[config.mk]
export PLATFORM = sky130hd
export DESIGN_NAME = uart_tx_fifo_flat
export DESIGN_NICKNAME = d
export VERILOG_FILES = /design/src/rtl/uart_tx_fifo_if.sv /design/src/rtl/uart_tx_fifo.sv /design/src/flat_wrapper.sv
export SDC_FILE = /design/constraint.sdc
export NUM_CORES = 1
export LEC_CHECK = 0
export ABC_AREA = 0
export CORE_MARGIN = 2
export CORE_UTILIZATION = 55
export CTS_BUF_LIST = sky130_fd_sc_hd__clkbuf_2 sky130_fd_sc_hd__clkbuf_4 sky130_fd_sc_hd__clkbuf_8
export DETAILED_ROUTE_END_ITERATION = 10
export GPL_ROUTABILITY_DRIVEN = 0
export HOLD_SLACK_MARGIN = 0.06
export PLACE_DENSITY = 0.85
export SYNTH_ARGS = -nofsm -noshare
export SYNTH_HDL_FRONTEND = slang
export SYNTH_SLANG_ARGS = --single-unit
[constraint.sdc]
create_clock -name clk -period 2.9 [get_ports clk]
set_input_delay 0.435 -clock clk [delete_from_list [all_inputs] [get_ports clk]]
set_output_delay 0.435 -clock clk [all_outputs]
set_load 0.02 [all_outputs]
[src/rtl/uart_tx_fifo_if.sv]
// uart_tx_fifo_if
// Groups the producer write side and the uart_tx read side of the byte FIFO.
//   wr_en, wr_data, clr_ovf   : producer -> FIFO
//   full, almost_full, empty,
//   count, overflow           : FIFO -> producer status
//   tx_data, tx_valid         : FIFO -> uart_tx
//   tx_ready                  : uart_tx -> FIFO
// master: the side that drives the FIFO inputs (producer plus transmitter).
// slave : the FIFO itself.
interface uart_tx_fifo_if #(
    parameter int DATA_W = 8,
    parameter int DEPTH  = 16
);
    localparam int CW = $clog2(DEPTH) + 1;

    logic              wr_en;
    logic [DATA_W-1:0] wr_data;
    logic              clr_ovf;
    logic              tx_ready;

    logic              full;
    logic              almost_full;
    logic              empty;
    logic [CW-1:0]     count;
    logic              overflow;
    logic [DATA_W-1:0] tx_data;
    logic              tx_valid;

    modport master (
        output wr_en, wr_data, clr_ovf, tx_ready,
        input  full, almost_full, empty, count, overflow, tx_data, tx_valid
    );

    modport slave (
        input  wr_en, wr_data, clr_ovf, tx_ready,
        output full, almost_full, empty, count, overflow, tx_data, tx_valid
    );
endinterface

[src/rtl/uart_tx_fifo.sv]
// uart_tx_fifo
// Byte buffer feeding uart_tx. Bytes pushed at clock rate are held in a
// DEPTH-entry register array and offered first-word-fall-through on a
// valid/ready handshake.
// Ports:
//   clk  : single rising-edge clock (shared with uart_tx)
//   rst  : asynchronous active-high reset
//   bus  : uart_tx_fifo_if.slave (write strobe/data, overflow clear,
//          status outputs, tx_data/tx_valid/tx_ready handshake)
module uart_tx_fifo #(
    parameter int DATA_W   = 8,
    parameter int DEPTH    = 16,
    parameter int AF_LEVEL = 12
) (
    input  logic          clk,
    input  logic          rst,
    uart_tx_fifo_if.slave bus
);
    localparam int CW = $clog2(DEPTH) + 1;
    localparam int PW = CW - 1;

    localparam logic [CW-1:0] DEPTH_C = CW'(DEPTH);
    localparam logic [CW-1:0] AF_C    = CW'(AF_LEVEL);
    localparam logic [CW-1:0] CNT_ONE = CW'(1);
    localparam logic [PW-1:0] PTR_ONE = PW'(1);

    // Storage is deliberately left out of reset; empty masks stale contents.
    logic [DATA_W-1:0] mem [DEPTH];

    logic [PW-1:0] wp_q, wp_d;
    logic [PW-1:0] rp_q, rp_d;
    logic [CW-1:0] count_q, count_d;
    logic          ovf_q, ovf_d;

    logic full_w;
    logic empty_w;
    logic push;
    logic pop;

    always_comb begin
        // Status is decoded from the registered count only, so a push in
        // the same cycle as a pop from a full FIFO is still rejected.
        full_w  = (count_q == DEPTH_C);
        empty_w = (count_q == '0);
        push    = bus.wr_en && !full_w;
        pop     = !empty_w && bus.tx_ready;

        wp_d    = wp_q;
        rp_d    = rp_q;
        count_d = count_q;
        ovf_d   = ovf_q;

        // Pointers are log2(DEPTH) bits wide, so wrap is the natural overflow.
        if (push) begin
            wp_d = wp_q + PTR_ONE;
        end
        if (pop) begin
            rp_d = rp_q + PTR_ONE;
        end

        if (push && !pop) begin
            count_d = count_q + CNT_ONE;
        end else if (!push && pop) begin
            count_d = count_q - CNT_ONE;
        end

        // Set has priority over clear so a rejected write is never lost.
        if (bus.wr_en && full_w) begin
            ovf_d = 1'b1;
        end else if (bus.clr_ovf) begin
            ovf_d = 1'b0;
        end
    end

    always_ff @(posedge clk or posedge rst) begin
        if (rst) begin
            wp_q    <= '0;
            rp_q    <= '0;
            count_q <= '0;
            ovf_q   <= 1'b0;
        end else begin
            wp_q    <= wp_d;
            rp_q    <= rp_d;
            count_q <= count_d;
            ovf_q   <= ovf_d;
        end
    end

    always_ff @(posedge clk) begin
        if (push) begin
            mem[wp_q] <= bus.wr_data;
        end
    end

    assign bus.full        = full_w;
    assign bus.empty       = empty_w;
    assign bus.almost_full = (count_q >= AF_C);
    assign bus.count       = count_q;
    assign bus.overflow    = ovf_q;
    assign bus.tx_valid    = !empty_w;
    assign bus.tx_data     = empty_w ? '0 : mem[rp_q];
endmodule

[src/flat_wrapper.sv]
// flat-port wrapper written by rule: the top's interface ports become plain ports
module uart_tx_fifo_flat 
#(
    parameter int DATA_W   = 8,
    parameter int DEPTH    = 16,
    parameter int AF_LEVEL = 12
)
  (clk, rst, bus_wr_en, bus_wr_data, bus_clr_ovf, bus_tx_ready, bus_full, bus_almost_full, bus_empty, bus_count, bus_overflow, bus_tx_data, bus_tx_valid);
  uart_tx_fifo_if #(.DATA_W(DATA_W), .DEPTH(DEPTH)) bus_i ();
  input  logic clk;
  input  logic rst;
  input wire logic [$bits(bus_i.wr_en)-1:0] bus_wr_en;
  input wire logic [$bits(bus_i.wr_data)-1:0] bus_wr_data;
  input wire logic [$bits(bus_i.clr_ovf)-1:0] bus_clr_ovf;
  input wire logic [$bits(bus_i.tx_ready)-1:0] bus_tx_ready;
  output wire logic [$bits(bus_i.full)-1:0] bus_full;
  output wire logic [$bits(bus_i.almost_full)-1:0] bus_almost_full;
  output wire logic [$bits(bus_i.empty)-1:0] bus_empty;
  output wire logic [$bits(bus_i.count)-1:0] bus_count;
  output wire logic [$bits(bus_i.overflow)-1:0] bus_overflow;
  output wire logic [$bits(bus_i.tx_data)-1:0] bus_tx_data;
  output wire logic [$bits(bus_i.tx_valid)-1:0] bus_tx_valid;
  assign bus_i.wr_en = bus_wr_en;
  assign bus_i.wr_data = bus_wr_data;
  assign bus_i.clr_ovf = bus_clr_ovf;
  assign bus_i.tx_ready = bus_tx_ready;
  assign bus_full = bus_i.full;
  assign bus_almost_full = bus_i.almost_full;
  assign bus_empty = bus_i.empty;
  assign bus_count = bus_i.count;
  assign bus_overflow = bus_i.overflow;
  assign bus_tx_data = bus_i.tx_data;
  assign bus_tx_valid = bus_i.tx_valid;
  uart_tx_fifo #(.DATA_W(DATA_W), .DEPTH(DEPTH), .AF_LEVEL(AF_LEVEL)) u_core (.clk(clk), .rst(rst), .bus(bus_i));
endmodule
==> results.json <==
{
  "status": "finished clean",
  "synth_seq_area_share_pct": 71.3,
  "syn_avg_cell_area_um2": 19.4,
  "min_path_type": "in2async",
  "die_y_um": 107,
  "cp.required_ns": 2.47,
  "io_buffers": 30,
  "seq_area_mm2": 0.00420,
  "final_nets": 395,
  "grt_max_degree": 19,
  "start_util_pct": 56.7,
  "core_mm2": 0.0104,
  "fin_util_pct": 66.8,
  "drc": 0,
  "max_slew_margin_pct": 58.5,
  "multi_input_area_mm2": 0.00153,
  "worst_setup_path_start_kind": "flip-flop",
  "p_leak_nw": 2.44,
  "worst_slack_ns": 0.0724,
  "synth_area_leaders": "edfxtp_1, mux4_2, dfrtp_1",
  "area_delta_synth_final_pct": 17.7,
  "syn-num-nets": 327,
  "drive_gt1_share_pct": 28.9,
  "routedWlPerCell_um": 22.3,
  "async_reset_ff_share_pct": 9.86,
  "first_iter_violations": 350,
  "cts_buffers": 17,
  "report.final.slew_viol_count": 0,
  "final_antenna_net_count": 0,
  "hold_viol": 0,
  "ys_ff_latch": 142,
  "dpl.hpwl_um": 7530,
  "rows": 37,
  "antenna_found_initial": 0,
  "fillers": 662,
  "dieArea_mm2": 0.0115,
  "grt_pass1_vias": 3120,
  "dp_slack_ns": 0.0324,
  "finalSetupViolCount": 0,
  "syn-cell-area_mm2": 0.00588,
  "cts_tree": "yes",
  "routed_wl_um": 11600,
  "grt_usage_pct": 21.7,
  "clock_latency_ns": 0.43,
  "dp.cells": 484,
  "synth-edff-count": 128,
  "firstDrtPassIters": 7,
  "fin_setup_tns_ns": 0,
  "numClockSinks": 142,
  "fmax_mhz": 354,
  "synth_cell_types": 40,
  "via_per_inst": 5.96,
  "yosys_most_used_dff": "edfxtp_1",
  "clockBufferDepth": 2,
  "power_per_cell_area_mw_per_mm2": 993,
  "finalClockSkew_ns": 0.0107,
  "fin_crit_sh_pct": 97.5,
  "drv_cap": 0,
  "period_minus_slack_ns": 2.83,
  "worstPathArrival_ns": 2.39,
  "max-vdd-ir-drop_mv": 0.669,
  "synth_largest_area_cell": "edfxtp_1",
  "stdcell_count": 520,
  "crit_fanout": 17,
  "num_antenna_cells": 0,
  "boundaryPins": 31,
  "root_buffer": "clkbuf_8",
  "synth.top_cell.area_share_pct": 65.3,
  "path_class": "reg2out",
  "grt_pass1_wl_um": 17600,
  "gr-total-overflow": 0,
  "vias": 3100,
  "hold_slack_ns": 0.356,
  "htreeDepth": 4,
  "cp-end-kind": "primary output",
  "clkTransAtPathRegs_ns": 0.08,
  "yosysWarningCount": 0,
  "synthCells": 304,
  "tightest_slew_ns": 0.623,
  "die_x_um": 107
}
-- state kept, by name, indices dropped and copies added, names as in the netlist --
signal / flops
u_core.wp_q: 4
u_core.mem: 128
u_core.bus.overflow: 1
u_core.bus.count: 5
u_core.rp_q: 4
-- synth_stat cells, types with 2 or more instances --
library cell	instances
mux2_2	8
ha_1	9
nor3_1	6
inv_1	7
buf_4	2
mux2i_1	10
nand3_1	2
o21ai_1	10
dfrtp_1	14
xnor2_1	7
mux4_2	23
buf_2	3
xor2_1	2
a21oi_1	9
nand2b_1	3
mux4_1	9
buf_12	2
buf_6	2
nand2_1	11
nor2_1	14
buf_8	2
clkbuf_1	2
buf_1	2
edfxtp_1	128
a21o_1	2
-- final timing paths --
path / endpoint / start / slack [ns] / cells after the start
max: bus_tx_data[0] / u_core.rp_q[1] / 0.07 / 6
max in group asynchronous: u_core.rp_q[1] / rst / 2.12 / 2
min in group clk: u_core.bus.overflow / u_core.bus.overflow / 0.53 / 1
min: u_core.bus.count[2] / rst / 0.36 / 2
min reg2reg: u_core.bus.overflow / u_core.bus.overflow / 0.53 / 1
max reg2reg: u_core.bus.count[4] / u_core.bus.count[0] / 0.14 / 10
-- critical path, stage by stage, from the launching register on --
cell	delay (ns)
dfrtp_2	0.40
buf_12	0.18
mux4_2	0.56
mux2_2	0.28
o21ai_1	0.14
a21oi_1	0.07
clkdlybuf4s15_1	0.32
-- layer usage --
layer,up-vias,global-route usage [%],share of wire (%)
met5,-,0,0
met4,0,9.62,2.1
met3,17,5.39,8.3
met2,168,36.0,52
met1,1564,27.4,38
li1,1351,-,-
-- metrics by stage --
step	instance area, µm²	total power [mW]
after detailed placement	6460	5.29
final	6920	6.88
after global routing	6920	7.19
after global placement	6460	5.19
after CTS	6890	6.84
after floorplan	5880	4.48
-- area by class of cell --
type | count | share of cell area, %
multi-input cells | 138 | 22.1
repair buffers | 65 | 8.80
well taps | 136 | 2.46
flip-flops and latches | 142 | 60.6
inverters | 8 | 0.434
clock buffers | 17 | 3.38
clock inverters | 14 | 2.26
-- cells by family (layout without fill, tap and decap cells) --
logic type                 count (synthesis)  in the layout  share of synthesized area (%)
DFF                                      142            142                           71.3
muxes                                     51             51                           16.2
and+or+nand+nor                           41             41                           3.13
AOI/OAI and AO/OA                         27             27                           2.76
buffers and inverters                     24            104                           2.98
adders and majority gates                 10             10                           2.25
xor gates and xnor gates                   9              9                           1.34
-- repair_timing --
| action | CTS | global route |
|---|---|---|
| gates cloned | 1 | 0 |
| setup buffers | 0 | 4 |
| hold endpoints to repair | 0 | 0 |
| setup endpoints to repair | 9 | 9 |
| resized for setup | 23 | 6 |
| hold buffers | 0 | 0 |
-- power by group --
group | internal (mW) | switching [mW]
sequential | 2.51 | 0.225
combinational | 1.30 | 1.29
clock | 0.774 | 0.773
-- placed cells by master (no fill, tap or decap), types with 2 or more instances in the layout --
master,Yosys,routed
edfxtp_1,128,128
buf_4,2,32
mux4_2,23,24
clkdlybuf4s50_1,0,22
clkbuf_8,0,17
nor2_1,14,14
dfrtp_1,14,12
nand2_1,11,11
mux2i_1,10,10
o21ai_1,10,10
a21oi_1,9,9
mux2_2,8,8
mux4_1,9,8
ha_1,9,8
xnor2_1,7,7
inv_1,7,7
nor3_1,6,6
inv_6,0,6
clkdlybuf4s15_2,0,5
clkinvlp_4,0,4
nand2b_1,3,3
nand3_1,2,2
xor2_1,2,2
a21o_1,2,2
bufinv_16,0,2
clkbuf_2,0,2
buf_12,2,2
dfrtp_2,0,2
Note: power is estimated with default switching activity, not from simulation.
